[src/rtl/sdu_pkg.sv]
// Shared encodings for the serial debug unit run/step sequencer:
// command opcodes, stop causes and sequencer states.
package sdu_pkg;

    typedef enum logic [1:0] {
        OP_STEP    = 2'b00,
        OP_RUN     = 2'b01,
        OP_RUN_BP  = 2'b10,
        OP_CLR_CNT = 2'b11
    } sdu_op_e;

    typedef enum logic [2:0] {
        CAUSE_NONE  = 3'd0,
        CAUSE_COUNT = 3'd1,
        CAUSE_HALT  = 3'd2,
        CAUSE_BP    = 3'd3,
        CAUSE_WDOG  = 3'd4
    } sdu_cause_e;

    typedef enum logic [1:0] {
        ST_IDLE,
        ST_PH_HI,
        ST_PH_LO,
        ST_FIN
    } sdu_state_e;

endpackage

[src/rtl/sdu_clk_pulse.sv]
// Phase timer: a start strobe launches one CPU clock pulse, HI_CYC cycles
// high then LO_CYC cycles low, with strobes on the last cycle of each phase.
module sdu_clk_pulse #(
    parameter int HI_CYC = 2,
    parameter int LO_CYC = 2
) (
    input  logic clk,
    input  logic rstn,
    input  logic start,
    output logic clk_cpu,
    output logic last_hi,
    output logic last_lo
);

    localparam int MAX_CYC = (HI_CYC > LO_CYC) ? HI_CYC : LO_CYC;
    localparam int TMR_W   = (MAX_CYC > 1) ? $clog2(MAX_CYC) : 1;
    localparam logic [TMR_W-1:0] HI_LAST = TMR_W'(HI_CYC - 1);
    localparam logic [TMR_W-1:0] LO_LAST = TMR_W'(LO_CYC - 1);

    logic             hi_q;
    logic             lo_q;
    logic [TMR_W-1:0] tmr_q;

    assign clk_cpu = hi_q;
    assign last_hi = hi_q && (tmr_q == HI_LAST);
    assign last_lo = lo_q && (tmr_q == LO_LAST);

    // A start on the last low cycle chains straight into the next pulse.
    always_ff @(posedge clk or negedge rstn) begin
        if (!rstn) begin
            hi_q  <= 1'b0;
            lo_q  <= 1'b0;
            tmr_q <= '0;
        end else if (start) begin
            hi_q  <= 1'b1;
            lo_q  <= 1'b0;
            tmr_q <= '0;
        end else if (hi_q) begin
            if (last_hi) begin
                hi_q  <= 1'b0;
                lo_q  <= 1'b1;
                tmr_q <= '0;
            end else begin
                tmr_q <= tmr_q + 1'b1;
            end
        end else if (lo_q) begin
            if (last_lo) begin
                lo_q  <= 1'b0;
                tmr_q <= '0;
            end else begin
                tmr_q <= tmr_q + 1'b1;
            end
        end
    end

endmodule

[src/rtl/sdu_run_ctrl.sv]
// CPU run/step sequencer: step, free-run and run-to-breakpoint over a gated
// CPU clock. Optional watchdog stop enabled by defining SDU_RUN_WDOG_EN.
module sdu_run_ctrl
    import sdu_pkg::*;
#(
    parameter int HI_CYC   = 2,
    parameter int LO_CYC   = 2,
    parameter int CNT_W    = 16,
    parameter int WDOG_CYC = 1000000
) (
    input  logic             clk,
    input  logic             rstn,
    input  logic             cmd_vld,
    output logic             cmd_rdy,
    input  logic [1:0]       cmd_op,
    input  logic [CNT_W-1:0] cmd_cnt,
    input  logic [31:0]      bp_addr,
    input  logic             halt_req,
    input  logic             pc_chk,
    input  logic [31:0]      npc,
    output logic             clk_cpu,
    output logic             busy,
    output logic             done,
    output logic [2:0]       stop_cause,
    output logic [31:0]      cyc_total
);

    sdu_state_e       state_q, state_d;
    sdu_op_e          op_q;
    sdu_cause_e       cause_q, cause_d;
    logic [CNT_W-1:0] rem_q;
    logic [31:0]      bp_q;
    logic [31:0]      cyc_total_q;
    logic             accept, start, clr_total;
    logic             last_hi, last_lo;
    logic             bp_hit, count_hit, wdog_hit;

    sdu_clk_pulse #(
        .HI_CYC (HI_CYC),
        .LO_CYC (LO_CYC)
    ) u_pulse (
        .clk     (clk),
        .rstn    (rstn),
        .start   (start),
        .clk_cpu (clk_cpu),
        .last_hi (last_hi),
        .last_lo (last_lo)
    );

    assign accept    = (state_q == ST_IDLE) && cmd_vld;
    assign clr_total = accept && (cmd_op == OP_CLR_CNT);
    assign bp_hit    = (op_q == OP_RUN_BP) && pc_chk && (npc == bp_q);
    assign count_hit = (op_q == OP_STEP) && (rem_q == '0);

`ifdef SDU_RUN_WDOG_EN
    logic [31:0] wdog_cnt_q;

    always_ff @(posedge clk or negedge rstn) begin
        if (!rstn) begin
            wdog_cnt_q <= '0;
        end else if (accept) begin
            wdog_cnt_q <= {31'd0, start};
        end else if (start) begin
            wdog_cnt_q <= wdog_cnt_q + 32'd1;
        end
    end

    assign wdog_hit = ((op_q == OP_RUN) || (op_q == OP_RUN_BP)) &&
                      (wdog_cnt_q >= 32'(WDOG_CYC));
`else
    logic unused_wdog;
    assign unused_wdog = ^32'(WDOG_CYC);
    assign wdog_hit    = 1'b0;
`endif

    always_comb begin
        state_d = state_q;
        start   = 1'b0;
        cause_d = CAUSE_NONE;
        case (state_q)
            ST_IDLE: begin
                if (cmd_vld) begin
                    if (cmd_op == OP_CLR_CNT) begin
                        state_d = ST_FIN;
                    end else if ((cmd_op == OP_STEP) && (cmd_cnt == '0)) begin
                        state_d = ST_FIN;
                        cause_d = CAUSE_COUNT;
                    end else begin
                        state_d = ST_PH_HI;
                        start   = 1'b1;
                    end
                end
            end
            ST_PH_HI: begin
                if (last_hi) state_d = ST_PH_LO;
            end
            ST_PH_LO: begin
                // Stop checks only at the end of a full pulse; priority bp > halt > wdog > count.
                if (last_lo) begin
                    state_d = ST_FIN;
                    if (bp_hit)         cause_d = CAUSE_BP;
                    else if (halt_req)  cause_d = CAUSE_HALT;
                    else if (wdog_hit)  cause_d = CAUSE_WDOG;
                    else if (count_hit) cause_d = CAUSE_COUNT;
                    else begin
                        state_d = ST_PH_HI;
                        start   = 1'b1;
                    end
                end
            end
            default: state_d = ST_IDLE;
        endcase
    end

    always_ff @(posedge clk or negedge rstn) begin
        if (!rstn) begin
            state_q     <= ST_IDLE;
            op_q        <= OP_STEP;
            cause_q     <= CAUSE_NONE;
            rem_q       <= '0;
            cyc_total_q <= '0;
        end else begin
            state_q <= state_d;
            if (accept) begin
                op_q    <= sdu_op_e'(cmd_op);
                cause_q <= CAUSE_NONE;
            end
            if (state_d == ST_FIN) cause_q <= cause_d;
            if (clr_total)  cyc_total_q <= '0;
            else if (start) cyc_total_q <= cyc_total_q + 32'd1;
            // The first pulse is launched on the accept edge, so it consumes a step there.
            if (accept)                         rem_q <= start ? cmd_cnt - 1'b1 : cmd_cnt;
            else if (start && op_q == OP_STEP)  rem_q <= rem_q - 1'b1;
        end
    end

    always_ff @(posedge clk) begin
        if (accept) bp_q <= bp_addr;
    end

    assign cmd_rdy    = (state_q == ST_IDLE);
    assign busy       = (state_q != ST_IDLE);
    assign done       = (state_q == ST_FIN);
    assign stop_cause = cause_q;
    assign cyc_total  = cyc_total_q;

endmodule

[config.mk]
export PLATFORM = sky130hd
export DESIGN_NAME = sdu_run_ctrl
export DESIGN_NICKNAME = d
export VERILOG_FILES = /design/src/rtl/sdu_pkg.sv /design/src/rtl/sdu_clk_pulse.sv /design/src/rtl/sdu_run_ctrl.sv
export SDC_FILE = /design/constraint.sdc
export NUM_CORES = 1
export LEC_CHECK = 0
export CORE_MARGIN = 5
export CORE_UTILIZATION = 45
export CTS_BUF_LIST = sky130_fd_sc_hd__clkbuf_8
export CTS_CLUSTER_DIAMETER = 30
export DETAILED_ROUTE_END_ITERATION = 8
export MAX_ROUTING_LAYER = met4
export PLACE_DENSITY = 0.84
export SLEW_MARGIN = 20
export SYNTH_ARGS = -nofsm -noshare
export SYNTH_HDL_FRONTEND = slang
export SYNTH_SLANG_ARGS = --single-unit
[constraint.sdc]
create_clock -name clk -period 2.64 [get_ports clk]
set_clock_uncertainty 0.1 [all_clocks]
set_input_delay 0.792 -clock clk [delete_from_list [all_inputs] [get_ports clk]]
set_output_delay 0.792 -clock clk [all_outputs]
set_load 0.1 [all_outputs]
* Yosys cells after proc, flatten, opt, wreduce, memory -nomap -nowiden
Cells that the tools add are included. Widths: inputs -> output; s select.
Word-level totals: register bits 90, logic and storage cells 85, bits of input ports 87, output and inout bits 39
Cells by class: add/sub/neg operators 4, multiplexer cells 45, eq/ne operators 8, reductions and logical operators 19
Operators by type and width (count):
- $mux 32 | 2
- $mux 16 | 3
- $add 32x1->32 const B | 1
- $eq 32x32->1 | 1
- $logic_not 16->1 | 2
- $sub 16x1->16 const B | 2
- $mux 1 | 24
- $mux 2 | 11
- $eq 2x2->1 const B | 5
- $logic_and 1x1->1 | 9
- $reduce_bool 2->1 | 4
- $logic_not 2->1 | 3
- $mux 3 | 2
- $pmux 2 s3 | 1
- $pmux 3 s2 | 1
- $ne 3x3->1 const B | 1
- $reduce_bool 3->1 | 1
- $eq 2x1->1 const B | 1
- $pmux 1 s2 | 1
- $add 1x1->1 const B | 1

* Longest topological paths before layout
depth in word-level cells 10, mapped depth 11, gate-level depth less buffers 9

* Hierarchy
From an unflattened synthesis, not the netlist that was laid out.
Second synthesis, totals: cells, all modules 454, area, all modules 4764.6 um2
By module, submodules not included:
- sdu_run_ctrl | cells each 442, instances 1, area an instance 4631.9 um2, seq. area each 2312.2 um2
- sdu_clk_pulse | cells each 12, instances 1, area an instance 132.6 um2, seq. area each 75.1 um2

* Least setup slack after synthesis
OpenSTA, ideal clock, no wires.
kind register -> register, start point register state_q[0], end point register cyc_total_q[29], in the netlist cyc_total[29], setup time 0.078 ns, period minus slack after synthesis 3.464 ns, buffers on the path 2, arrival 3.286 ns, setup slack -0.824 ns, required time 2.462 ns, cell stages (with the launch flop) 12, path through dfrtp_1 -> nor2_2 -> nand2_2 -> inv_2 -> nand2_1 -> a31o_2 -> o41a_1 -> buf_6 -> or4_1 -> clkbuf_2 -> or3_1 -> a21oi_1
On the way: cells in the longest elaborated chain, start to end 4, elaborated cells between the ends (all ways) 7, classes of those cells eq/ne (1); mux (2); reduce/logical (4)
Ends and longest elaborated chain:
- start: declaration | line sdu_run_ctrl.sv:28 | sdu_state_e state_q, state_d;
- start signal: assignment | line sdu_run_ctrl.sv:123 | state_q <= state_d;
- $logic_not 2->1 *
- net cmd_rdy | line sdu_run_ctrl.sv:14 | output logic cmd_rdy,
- branches (longest 3 deep; another with $pmux 1 s2)
- end signal: assignment | line sdu_run_ctrl.sv:130 | else if (start) cyc_total_q <= cyc_total_q + 32'd1;
- end: declaration | line sdu_run_ctrl.sv:33 | logic [31:0] cyc_total_q;
Mark *: on every way through the listed nets, which the timed path passes. A chain may end at the register's enable or synchronous reset.

* Final worst setup path
start point input port npc[24], end point register cyc_total_q[24], in the netlist cyc_total[24]
On the way: cells in the longest elaborated chain, start to end 6
Ends and longest elaborated chain:
- start: declaration | line sdu_run_ctrl.sv:20 | input logic [31:0] npc,
- $eq 32x32->1 | line sdu_run_ctrl.sv:52 | assign bp_hit = (op_q == OP_RUN_BP) && pc_chk && (npc == bp_q);
- $logic_and 1x1->1 | line sdu_run_ctrl.sv:52
- $mux 1 | line sdu_run_ctrl.sv:101 | if (bp_hit) cause_d = CAUSE_BP;
- $mux 1 | line sdu_run_ctrl.sv:99 | if (last_lo) begin
- $pmux 1 s2 | line sdu_run_ctrl.sv:80 | case (state_q)
- $reduce_bool 2->1 (no line)
Every way passes these cells.

==> impl_metrics.json <==
{
  "ant_nets": 0,
  "portBuffers": 124,
  "p_total_mw": 6.664,
  "crit_fanout": 7,
  "ys_types": 50,
  "core_mm2": 0.01023,
  "gr-total-overflow": 0,
  "hp-class": "input port to asynchronous set/reset pin",
  "mostFrequentLayoutCell": "buf_4",
  "synth-seq-area-share_pct": 50.87,
  "arrival_ns": 3.08,
  "cts_sinks": 89,
  "rsz0062_at_grt": "yes",
  "diodes": 0,
  "p_int_mw": 3.602,
  "synth-edff-count": 32,
  "synth-async-reset-ratio_pct": 64.04,
  "area_delta_synth_final_pct": 53.77,
  "p_clk_share_pct": 15.1,
  "cts.htree.levels": 3,
  "crit_path_start_kind": "input port",
  "cts_root_buffer": "clkbuf_8",
  "track_usage_pct": 22.87,
  "power_leakage_nw": 3.013,
  "synth.avg_cell_area_um2": 10.45,
  "power_switching_mw": 3.062,
  "nNetsFinal": 748,
  "worst_slew_pin_slew_ns": 0.5479,
  "grt_pass1_wl_um": 22580,
  "synth_area_mm2": 0.004693,
  "num-fill-cells": 731,
  "cpMostUsedCell": "buf_6",
  "wl_per_cell_um": 17.46,
  "dr.pass1.iters": 5,
  "cp_num_buf_inv": 2,
  "crit_type": "input port to flop",
  "io_pins": 126,
  "crit_required_ns": 2.83,
  "fin_setup_tns_ns": -4.893,
  "comb_power_share_pct": 51.3,
  "maxCapViolCount": 0,
  "grt_max_degree": 45,
  "numCtsBuffers": 9,
  "antenna_found_initial": 0,
  "maxSlewHeadroom_pct": 63.48,
  "final_max_slew_viol_count": 0,
  "final.period_utilization_pct": 109.5,
  "timing.fmax_mhz": 345.9,
  "clock_latency_ns": 0.36,
  "clk_pin_slew_ns": 0.09,
  "cts_tree": "built",
  "synthesis.nets": 541,
  "num_rows": 37,
  "initial_core_util_pct": 45.87,
  "power.density_mw_per_mm2": 923.4,
  "path_delay_family": "simple AND/OR/NAND/NOR gates",
  "die_w_um": 112.1,
  "drtIter0Drc": 322,
  "path_cells": "buf_6 -> xnor2_2 -> nand4_1 -> nor4_2 -> and3_4 -> o41a_1 -> buf_6 -> or3_4 -> or4_4 -> a21oi_2",
  "worst_slack_ns": -0.2510,
  "seq_power_share_pct": 33.6,
  "cts_hold_buffers": 0,
  "cts_buffer_depth": 2,
  "dieHeight_um": 112.1,
  "cp_slowest_cell": "or4_4",
  "grt_pass1_vias": 4423,
  "mostFrequentLayoutCells": "buf_4, dfrtp_1, xnor2_1",
  "syn_inst": 449,
  "period_needed_ns": 2.891,
  "die_area_mm2": 0.01257,
  "layout-drive-gt1-share_pct": 37.37,
  "synth_warnings": 0,
  "route.detailed.drc": 0,
  "cp_slowest_stage_delay_ns": 0.50,
  "finalWeightedCongestion": 0.9407,
  "routed_wl_um": 13910,
  "num_vias": 4250,
  "finalSetupViolCount": 46,
  "synth_flop_cell": "dfrtp_1",
  "ys_ff_latch": 89,
  "vias_per_cell": 5.332,
  "pre_cts_ws_ns": -0.9576,
  "vdd_drop_max_mv": 0.9290,
  "swShare_pct": 45.95,
  "finalHoldViolCount": 0,
  "violations": "setup timing",
  "dp_hpwl_um": 9894,
  "outcome": "finished with violations",
  "critical_path.endpoint_type": "flop"
}
## cell usage after synthesis, types with 2 or more instances
master / n / area (um^2)
edfxtp_1: 32 / 960.9
nand3_2: 2 / 20.02
o31ai_1: 5 / 37.54
o21ai_0: 12 / 60.06
ha_1: 5 / 62.56
nand4_1: 20 / 125.1
and2_1: 2 / 12.51
mux2i_1: 13 / 130.1
or4_1: 8 / 60.06
dfrtp_1: 57 / 1426
inv_1: 9 / 33.78
o41ai_1: 2 / 17.52
a31oi_1: 2 / 12.51
nand4b_1: 5 / 43.79
nor4b_1: 3 / 26.28
nor4_1: 10 / 62.56
nor3_1: 25 / 125.1
xnor2_1: 58 / 508.0
buf_2: 3 / 15.01
nand3b_1: 2 / 15.01
and3_1: 6 / 37.54
nand2b_1: 3 / 18.77
xor2_1: 23 / 201.4
nor2_1: 37 / 138.9
nand2_1: 34 / 127.6
a21oi_1: 16 / 80.08
or3_1: 8 / 50.05
nand3_1: 18 / 90.09
clkbuf_1: 8 / 30.03
## state kept, by name, summed over array words and instances, names as in the netlist
signal / flops
bp_q: 32
cyc_total: 32
rem_q: 16
op_q: 2
state_q: 2
stop_cause: 2
u_pulse.clk_cpu: 1
u_pulse.lo_q: 1
u_pulse.tmr_q: 1
## repair_timing
item                                    4_1_cts  5_1_grt
setup buffers                                11        4
cloned                                        3        0
gates resized for setup                     197       37
pin swaps                                    82       34
endpoints found under the setup margin       53       54
## kinds of logic (layout without fill, tap and decap cells)
| logic type | after synthesis | count (layout) | synth area share (%) |
|---|---|---|---|
| simple gates | 191 | 192 | 21.78 |
| other cells | 1 | 1 | 0.07990 |
| xor+xnor | 81 | 81 | 15.12 |
| flops | 89 | 89 | 50.87 |
| fa+ha+maj | 5 | 5 | 1.333 |
| buf+inv | 25 | 236 | 2.346 |
| compound gates | 44 | 44 | 5.706 |
| mux | 13 | 13 | 2.772 |
## layer usage
metal	global-route usage, %	up-vias	part of all wire (%)
met2	36.95	160	50
met1	29.32	2037	42
met3	4.528	17	6.5
li1	-	2036	-
met4	6.811	0	1.2
met5	-	-	0
## stage by stage
stage | instance area [um^2] | instances | hold WS [ns] | utilization, %
global placement | 6600 | 765 | 0.3654 | 64.51
CTS | 7049 | 795 | 0.2530 | 68.90
finish | 7217 | 797 | 0.2578 | 70.54
detailed placement | 6600 | 765 | 0.3937 | 64.51
global route | 7217 | 797 | 0.2687 | 70.54
floorplan | 4795 | 449 | 0.3964 | -
## layout make-up
| class | count | area [um^2] | area share (%) |
|---|---|---|---|
| multi-input combinational | 336 | 2615 | 36.23 |
| timing repair buffer | 210 | 1775 | 24.60 |
| sequential | 89 | 2406 | 33.34 |
| inverter | 10 | 40.04 | 0.5548 |
| clock buffer | 9 | 123.9 | 1.716 |
| tap | 136 | 170.2 | 2.358 |
| clock inverter | 7 | 86.33 | 1.196 |
## power groups by stage
stage / clock network (mW) / registers (mW) / logic (mW)
6_report: 1.00 / 2.24 / 3.42
4_1_cts: 1.02 / 2.22 / 3.33
3_5_place_dp: 0 / 2.24 / 3.16
5_1_grt: 1.09 / 2.30 / 3.61
2_1_floorplan: 0 / 3.21 / 1.14
3_3_place_gp: 0 / 2.21 / 3.10
## final timing paths
path,start,endpoint,slack (ns),cells after the start
worst max-delay path,npc[24],cyc_total[24],-0.25,10
worst min-delay path,rstn,rem_q[4],0.26,1
worst max register to register,bp_q[7],cyc_total[24],-0.17,9
worst min register to register,stop_cause[1],stop_cause[1],0.40,2
max in group asynchronous,rstn,cyc_total[29],1.64,2
min in group clk,stop_cause[1],stop_cause[1],0.40,2
Note: power is estimated with default switching activity, not from simulation.
